[src/rtl/ritc_max_window_ctrl.sv]
// Sequencer around the RITC compare tree: flushes the tree pipeline, tracks the
// window maximum of max_i, compares it to a threshold and reports via valid/ready.
module ritc_max_window_ctrl #(
    parameter int NUM_BITS     = 12,
    parameter int TREE_LATENCY = 4,
    parameter int WINDOW_BITS  = 8,
    parameter int HOLDOFF_BITS = 8
) (
    input  logic                    clk_i,
    input  logic                    rst_i,
    input  logic                    start_i,
    input  logic [WINDOW_BITS-1:0]  window_len_i,
    input  logic [NUM_BITS-1:0]     threshold_i,
    input  logic [HOLDOFF_BITS-1:0] holdoff_i,
    input  logic [NUM_BITS-1:0]     max_i,
    output logic                    busy_o,
    output logic                    start_drop_o,
    output logic                    result_valid_o,
    input  logic                    result_ready_i,
    output logic [NUM_BITS-1:0]     result_max_o,
    output logic                    result_trig_o
);

    typedef enum logic [2:0] {IDLE, FLUSH, ACCUM, REPORT, HOLDOFF} state_t;

    localparam int FLUSH_W = (TREE_LATENCY > 1) ? $clog2(TREE_LATENCY) : 1;
    localparam logic [FLUSH_W-1:0] FLUSH_LAST =
        (TREE_LATENCY > 0) ? FLUSH_W'(TREE_LATENCY - 1) : '0;

    state_t                  state;
    state_t                  next_state;
    logic [FLUSH_W-1:0]      flush_cnt;
    logic [WINDOW_BITS:0]    sample_cnt;
    logic [WINDOW_BITS:0]    sample_next;
    logic [WINDOW_BITS:0]    win_total;
    logic [WINDOW_BITS-1:0]  len_q;
    logic [NUM_BITS-1:0]     thr_q;
    logic [HOLDOFF_BITS-1:0] hold_q;
    logic [HOLDOFF_BITS-1:0] hold_cnt;
    logic [NUM_BITS-1:0]     run_max;
    logic [NUM_BITS-1:0]     accum_max;
    logic                    flush_done;
    logic                    window_done;
    logic                    hold_done;

    // A zero window length means the full 2**WINDOW_BITS samples.
    assign win_total   = (len_q == '0) ? {1'b1, {WINDOW_BITS{1'b0}}} : {1'b0, len_q};
    assign sample_next = sample_cnt + 1'b1;
    assign window_done = (sample_next == win_total);
    assign flush_done  = (flush_cnt == FLUSH_LAST);
    assign hold_done   = (hold_cnt == hold_q - 1'b1);
    assign accum_max   = ((sample_cnt == '0) || (max_i > run_max)) ? max_i : run_max;

    always_ff @(posedge clk_i) begin
        if (rst_i) begin
            state <= IDLE;
        end else begin
            state <= next_state;
        end
    end

    always_comb begin
        next_state = state;
        case (state)
            IDLE: begin
                if (start_i) begin
                    next_state = (TREE_LATENCY == 0) ? ACCUM : FLUSH;
                end
            end
            FLUSH: begin
                if (flush_done) begin
                    next_state = ACCUM;
                end
            end
            ACCUM: begin
                if (window_done) begin
                    next_state = REPORT;
                end
            end
            REPORT: begin
                if (result_ready_i) begin
                    next_state = (result_trig_o && (hold_q != '0)) ? HOLDOFF : IDLE;
                end
            end
            HOLDOFF: begin
                if (hold_done) begin
                    next_state = IDLE;
                end
            end
            default: next_state = IDLE;
        endcase
    end

    always_comb begin
        busy_o         = (state != IDLE);
        result_valid_o = (state == REPORT);
    end

    always_ff @(posedge clk_i) begin
        if (rst_i) begin
            start_drop_o  <= 1'b0;
            flush_cnt     <= '0;
            sample_cnt    <= '0;
            len_q         <= '0;
            thr_q         <= '0;
            hold_q        <= '0;
            hold_cnt      <= '0;
            run_max       <= '0;
            result_max_o  <= '0;
            result_trig_o <= 1'b0;
        end else begin
            start_drop_o <= start_i && (state != IDLE);
            case (state)
                IDLE: begin
                    if (start_i) begin
                        len_q      <= window_len_i;
                        thr_q      <= threshold_i;
                        hold_q     <= holdoff_i;
                        flush_cnt  <= '0;
                        sample_cnt <= '0;
                    end
                end
                FLUSH: begin
                    flush_cnt <= flush_cnt + 1'b1;
                end
                ACCUM: begin
                    run_max    <= accum_max;
                    sample_cnt <= sample_next;
                    if (window_done) begin
                        result_max_o  <= accum_max;
                        result_trig_o <= (accum_max > thr_q);
                    end
                end
                REPORT: begin
                    if (result_ready_i) begin
                        hold_cnt <= '0;
                    end
                end
                HOLDOFF: begin
                    hold_cnt <= hold_cnt + 1'b1;
                end
                default: ;
            endcase
        end
    end

endmodule

[config.mk]
export PLATFORM = sky130hd
export DESIGN_NAME = ritc_max_window_ctrl
export DESIGN_NICKNAME = d
export VERILOG_FILES = /design/src/rtl/ritc_max_window_ctrl.sv
export SDC_FILE = /design/constraint.sdc
export NUM_CORES = 1
export LEC_CHECK = 0
export BUFFER_PORTS_ARGS = -buffer_cell sky130_fd_sc_hd__buf_2
export CORE_UTILIZATION = 45
export DETAILED_ROUTE_END_ITERATION = 8
export HOLD_SLACK_MARGIN = 0.02
export PLACE_DENSITY_LB_ADDON = 0.2
export REMOVE_ABC_BUFFERS = 1
export SLEW_MARGIN = 20
export SYNTH_ARGS = -nofsm -noshare
export SYNTH_HDL_FRONTEND = slang
export SYNTH_SLANG_ARGS = --single-unit
[constraint.sdc]
create_clock -name clk_i -period 3.9 [get_ports clk_i]
set_input_delay 0.78 -clock clk_i [delete_from_list [all_inputs] [get_ports clk_i]]
set_output_delay 0.78 -clock clk_i [all_outputs]
set_load 0.01 [all_outputs]
==> summary.md, run 1 <==
| Metric | Value |
|---|---|
| DRC viols | 0 |
| CP max FO | 5 |
| Fmax | 290 MHz |
| Reg2reg setup slack | 590 ps |
| Yosys warns | 0 |
| Headroom to the max-slew limit | approximately half |
| Clk Latency, worst-skew pair | ~350 ps |
| Vias in the first global route | about 3400 |
| CTS tree | yes |
| CP required | between 4000 and 5000 ps |
| Met2 Wirelength | between 4000 and 5000 µm |
| CP endpoint kind | flip-flop |
| Largest net degree at the start of global routing | 34 |
| Routability congestion estimate | about 0.87 |
| RR Startpoint | run_max[2]$_SDFFE_PP0P_ |
| Fin. max-slew vios | 0 |
| Hold EP | thr_q[7]$_SDFFE_PP0P_ |
| Final antenna-violating net count | 0 |
| Starting density of the core | 46.3% |
| PostCTS Resize Cnt | 0 |
| Mapped Cells | ~520 |
| Tmin final | approximately 3400 ps |
| Die area | just under 10000 µm² |
| First-pass GRT wire length | ~16000 µm |
| Highest metal used | met4 |
| Pre-Repair DR Iteration Count | 6 |
| Post-Route WL | 9570 µm |
| FF/Latch Area | between 1500 and 2000 µm² |
| Clk slew on worst S/H paths | roughly 80 ps |
| Unrepaired setup endpoints after global routing | no |
| Number of H-tree levels | 3 |
| FF-to-FF path depth | 15 |
| Initial antenna violation count | 0 |
| Critical path arrival | 3670 ps |
| CP startpoint | max_i[3] |
| Die height | 99.2 µm |
| Area after DPL | about 4600 µm² |
| CTS max path bufs | 2 |
| Kind of critical path | primary input to flip-flop |
| Fill count | 900 |
| Cell variety after synth | just over 50 |
| Synth Cell Area | about 4300 µm² |
| TritonCTS sink count | 76 |
| Seq/Total Area, Yosys | about 36% |
| Via density | between 5 and 6 |
| Hold depth | 2 |
| Final core utilization | between 50% and 60% |
| Detailed Route Iter0 Violations | approximately 120 |
| Inserted Clock Buffers | 9 |
| Avg Inst Size Synth | between 8 and 9 µm² |
| Vias | 3632 |
| Final Cycle Share | between 80% and 90% |
| Layout area overhead | 13.2% |
| GRT Overall Usage | around 21% |
| Status | finished clean |
| Synth Flop Type | dfxtp_1 |
| Ys async rst share | 0% |
| FF-to-FF End | result_trig_o$_SDFFE_PP0P_ |
| Worst-margin pin slew | around 750 ps |
| Power Density | approximately 400 nW/µm² |
| Hold Vio Cnt, Final | 0 |
| Worst hold path class | flip-flop to flip-flop |
| Hold buffers post-CTS | 0 |
| Max VDD drop | 173 µV |
| Post-DP HPWL | 6910 µm |
| Multi-input logic area | ~2500 µm² |
| Clock Tree Root | clkbuf_8 |
| Postcts setup bufs | 0 |
| Nets | roughly 650 |
| Grt ovf | 0 |
| TNS Setup | 0 ps |
| Post-synth EDFFs | 0 |
| Final setup skew | approximately 9.6 ps |
| I/O Buffers | just under 60 |
| Metal3 WL | between 300 and 400 µm |
| Flops & latches, synth | 76 |
| Diode count | 0 |
| Beginning of the worst hold path | thr_q[7]$_SDFFE_PP0P_ |
| Final instance area | roughly 4800 µm² |
| Die X | 99.2 µm |
| P_leak | between 1.5 and 2 nW |
| Core ar. | about 9200 µm² |
| Cell Rows | 35 |
| Layout cells sized above 1 | 17.7% |
| Most common cell after layout, fill and taps aside | dfxtp_1 |
| MaxCap Viol Count | 0 |
| Final Setup Violations | 0 |
| Cell Count, Final, Fillers Out | 687 |
| DRT met1 WL | approximately 4600 µm |
| Io pins | 60 |
| Setup crit start kind | primary input |
| Most frequent cells in the layout | 76 x dfxtp_1, 73 x nand2_1, 59 x nor2_1, 59 x buf_2, 55 x a21oi_1 |
| Placed insts | 671 |
| Routed WL per cell | ~14 µm |
-- worst max-delay path by stage --
stage               slack (ps)                    endpoint
finish                     460  result_trig_o$_SDFFE_PP0P_
global route               280  result_trig_o$_SDFFE_PP0P_
CTS                        470  result_trig_o$_SDFFE_PP0P_
detailed placement         100  result_trig_o$_SDFFE_PP0P_
global placement           210  result_trig_o$_SDFFE_PP0P_
floorplan                  130  result_trig_o$_SDFFE_PP0P_
-- cells by family (layout without fill, tap and decap cells) --
group	after synthesis	count (layout)	synth area share, %
adder cells (fa/ha/maj)	30	30	8.82
XOR/XNOR	21	21	4.68
AND/OR/NAND/NOR	197	197	22.0
AO/OA/AOI/OAI	103	103	14.1
multiplexers	36	36	8.82
buffers and inverters	59	113	5.79
flip-flops	76	76	35.8
-- cells in the mapped netlist, drive strengths merged (2+ instances only) --
| cell | instances | area, µm² |
|---|---|---|
| nor3b | 2 | 26.3 |
| clkbuf | 20 | 75.1 |
| nor4 | 7 | 58.8 |
| dfxtp | 76 | 1520 |
| a22oi | 2 | 15.0 |
| a31oi | 5 | 31.3 |
| nor2b | 4 | 25.0 |
| inv | 31 | 116 |
| nand3 | 13 | 70.1 |
| a21oi | 55 | 275 |
| a211oi | 4 | 35.0 |
| buf | 8 | 55.1 |
| mux2i | 24 | 240 |
| nor3 | 7 | 35.0 |
| a21o | 3 | 22.5 |
| o21ai | 18 | 90.1 |
| nand4 | 10 | 77.6 |
| o21a | 3 | 22.5 |
| nand2 | 73 | 274 |
| or3 | 3 | 18.8 |
| o311ai | 2 | 17.5 |
| xnor2 | 14 | 123 |
| nor2 | 62 | 243 |
| ha | 30 | 375 |
| o211ai | 4 | 30.0 |
| and2 | 3 | 18.8 |
| xor2 | 6 | 52.6 |
| and3 | 8 | 50.1 |
| mux2 | 12 | 135 |
-- flip-flops by register name, summed over array words and instances (netlist names) --
| signal | cells |
|---|---|
| run_max | 12 |
| start_drop_o | 1 |
| thr_q | 12 |
| sample_cnt | 9 |
| len_q | 8 |
| result_trig_o | 1 |
| state | 3 |
| flush_cnt | 2 |
| result_max_o | 12 |
| hold_q | 8 |
| hold_cnt | 8 |
-- routing by layer --
layer | up-vias | GRT usage (%)
li1 | 1897 | -
met1 | 1669 | 27.2
met2 | 61 | 34.6
met3 | 5 | 2.60
met4 | 0 | 8.37
met5 | - | 0
-- report_power, final --
group	switching [mW]	total, mW	internal [mW]
combinational	0.251	0.442	0.191
sequential	0.0473	0.872	0.825
clock	0.305	0.621	0.316
-- layout make-up --
cell class | instances | area share (%)
Inverter | 31 | 2.42
Clock inverter | 5 | 1.25
Sequential cell | 76 | 31.6
Clock buffer | 11 | 2.94
Tap cell | 111 | 2.88
Timing Repair Buffer | 66 | 7.22
Multi-Input combinational cell | 387 | 51.7
-- critical path: stages --
cell and delay [ps]:
buf_2 120, ha_1 310, nand4_1 120, or3_1 370
a21oi_1 130, a21oi_1 70, buf_4 170, mux2_2 280
ha_1 300, a21o_1 160, a21o_1 170, a21oi_1 190
nor2_1 60, o311ai_0 330, a21oi_1 120
-- stage by stage --
stage                     hold slack [ps]  setup WS [ps]  power, mW
after floorplan                       430            130       1.19
after global placement                443            212       1.32
after detailed placement              447            102       1.33
after CTS                             457            473       1.95
after global routing                  479            285       2.05
final                                 458            458       1.93
No activity file was read; power rests on OpenSTA's default activity.
==> run 2, diff against run 1 <==
--- a/config.mk
+++ b/config.mk
@@ -6,6 +6,7 @@
 export NUM_CORES = 1
 export LEC_CHECK = 0
 export BUFFER_PORTS_ARGS = -buffer_cell sky130_fd_sc_hd__buf_2
+export CORE_ASPECT_RATIO = 1.75
 export CORE_UTILIZATION = 45
 export DETAILED_ROUTE_END_ITERATION = 8
 export HOLD_SLACK_MARGIN = 0.02
==> run 2 against run 1 <==
Against the previous run:
- largest cell class unchanged
- global-route usage down 0.33 points
- critical path depth unchanged
- final area up 2.0%
- register-to-register slack worse by 50 ps
- die area up 0.15%
- clock power up 28%
- routed wire length down 0.71%
- non-clock buffer count unchanged
- utilization up 1.6 points
==> summary.md, run 2 (synthesis gave the netlist of run 1 again) <==
| Metric | Value |
|---|---|
| Status | finished clean |
| Hold Vio Cnt, Final | 0 |
| Nets | 645 |
| Unrepaired setup endpoints after global routing | no |
| I/O Buffers | 59 |
| Worst hold path class | flip-flop to flip-flop |
| Fmax | 284 MHz |
| Most common cell after layout, fill and taps aside | dfxtp_1 |
| FF-to-FF End | result_trig_o$_SDFFE_PP0P_ |
| Layout cells sized above 1 | 17.5% |
| Detailed Route Iter0 Violations | 120 |
| Cell Rows | 46 |
| Tmin final | about 3500 ps |
| Diode count | 0 |
| MaxCap Viol Count | 0 |
| CP max FO | 6 |
| P_leak | between 1.5 and 2 nW |
| Slowest CP cell | or3_1 |
| Final Cycle Share | ~90% |
| CP endpoint kind | flip-flop |
| Core ar. | between 9000 and 10000 µm² |
| Initial antenna violation count | 0 |
| Worst-margin pin slew | about 730 ps |
| CTS tree | yes |
| CP required | slightly above 4000 ps |
| Vias in the first global route | roughly 3500 |
| Crit path depth | 15 |
| Die X | 75.5 µm |
| Critical path arrival | about 3700 ps |
| Clk slew on worst S/H paths | about 50 ps |
| Largest net degree at the start of global routing | 36 |
| CP Buf/Inv Count | 2 |
| Fin. max-slew vios | 0 |
| Postcts setup bufs | 0 |
| Die area | slightly below 10000 µm² |
| Pre-Repair DR Iteration Count | 4 |
| RR Startpoint | run_max[5]$_SDFFE_PP0P_ |
| Critical-path cell list | buf_2, ha_1, nand4_1, or3_1, a21oi_1, a21oi_1, buf_4, mux2_2, ha_1, a21o_1, a21o_1, a21oi_1, nor2_1, o311ai_0, a21oi_1 |
| Io pins | 60 |
| Final antenna-violating net count | 0 |
| Post-DP HPWL | approximately 7300 µm |
| Hold buffers post-CTS | 0 |
| PostCTS Resize Cnt | 0 |
| Headroom to the max-slew limit | 51.1% |
| Setup crit start kind | primary input |
| Via density | ~5.2 |
| Layout area overhead | 15.4% |
| Grt ovf | 0 |
| First-pass GRT wire length | approximately 15000 µm |
| Crit path largest cell delay | around 400 ps |
| Inserted Clock Buffers | 9 |
| Routability congestion estimate | 0.875 |
| Final Setup Violations | 0 |
| CP delay by family, top | compound AO/OA/AOI/OAI gates |
| Most frequent cells in the layout | 76 x dfxtp_1, 73 x nand2_1, 59 x nor2_1, 59 x buf_2, 55 x a21oi_1 |
| TNS Setup | 0 ps |
| DRC viols | 0 |
| TritonCTS sink count | 76 |
| Post-Route WL | 9510 µm |
| Vias | 3651 |
| Final core utilization | 54.0% |
| Max VDD drop | approximately 270 µV |
| Power Density | around 430 nW/µm² |
| FF-to-FF path depth | 15 |
| Die height | about 130 µm |
| CP endpoint | result_trig_o$_SDFFE_PP0P_ |
| CTS max path bufs | 2 |
| GRT Overall Usage | between 20 and 25% |
| Reg2reg setup slack | approximately 540 ps |
| CP startpoint | max_i[5] |
| Final setup skew | 4.76 ps |
| Largest registers | result_max_o: 12 flops, run_max: 12 flops, thr_q: 12 flops |
| Design Power | between 2 and 2.5 mW |
| Starting density of the core | 46.8% |
| Kind of critical path | primary input to flip-flop |
| Clock Tree Root | clkbuf_16 |
| Cell mode on critical path | a21oi_1 |
| Number of H-tree levels | 3 |
| Clk Latency, worst-skew pair | roughly 330 ps |
| Routed WL per cell | about 14 µm |
## run 2: cell types whose count changed in the layout (fill, tap and decap cells not counted)
cell / previous run / this run
clkbuf_8: 10 / 0
clkbuf_16: 0 / 9
clkinv_2: 1 / 3
clkbuf_1: 1 / 2
clkinv_4: 1 / 0
inv_6: 1 / 0
## run 2: layout make-up
type	instances	area [µm²]
clock buffers	11	233
well taps	120	150
multi-input cells	387	2490
fillers	901	4180
inverters	31	116
clock inverters	5	52.6
flip-flops and latches	76	1520
repair buffers	66	348
## run 2: worst reg2reg max path, cell delays in order, from the launching register on
cell and delay [ps]:
dfxtp_1 350, inv_1 60, ha_1 300, nand4_1 160, or3_1 410, a21oi_1 140, a21oi_1 80, buf_4 180
mux2_2 280, ha_1 290, a21o_1 160, a21o_1 170, a21oi_1 180, nor2_1 60, o311ai_0 320, a21oi_1 110
## run 2: how the worst min path moves through the flow
stage	start	end	slack, ps	cells past startpoint
2_1_floorplan	thr_q[10]$_SDFFE_PP0P_	thr_q[10]$_SDFFE_PP0P_	430	2
3_3_place_gp	thr_q[7]$_SDFFE_PP0P_	thr_q[7]$_SDFFE_PP0P_	440	2
3_5_place_dp	thr_q[6]$_SDFFE_PP0P_	thr_q[6]$_SDFFE_PP0P_	450	2
4_1_cts	thr_q[6]$_SDFFE_PP0P_	thr_q[6]$_SDFFE_PP0P_	460	2
5_1_grt	thr_q[10]$_SDFFE_PP0P_	thr_q[10]$_SDFFE_PP0P_	480	2
6_report	thr_q[6]$_SDFFE_PP0P_	thr_q[6]$_SDFFE_PP0P_	450	2
## run 2: per-stage QoR
step / hold WS (ps) / setup slack (ps) / std cells / cell area, µm²
global placement: 444 / 103 / 680 / 4620
global route: 478 / 236 / 696 / 4910
CTS: 455 / 382 / 696 / 4910
detailed placement: 448 / 36.5 / 680 / 4620
floorplan: 430 / 130 / 494 / 4120
finish: 453 / 380 / 696 / 4910
## run 2: report_power, final
part           total, mW  internal [mW]  switching (mW)  leakage (nW)
Combinational      0.442          0.192           0.250          1.23
Sequential         0.872          0.826          0.0454         0.618
Clock              0.794          0.492           0.302         0.139
## run 2: metal layers
metal  part of all wire [%]  GRT usage [%]
met5                      0              0
met4                    1.5           7.08
met3                    3.5           4.75
met2                     55           39.8
met1                     40           20.1
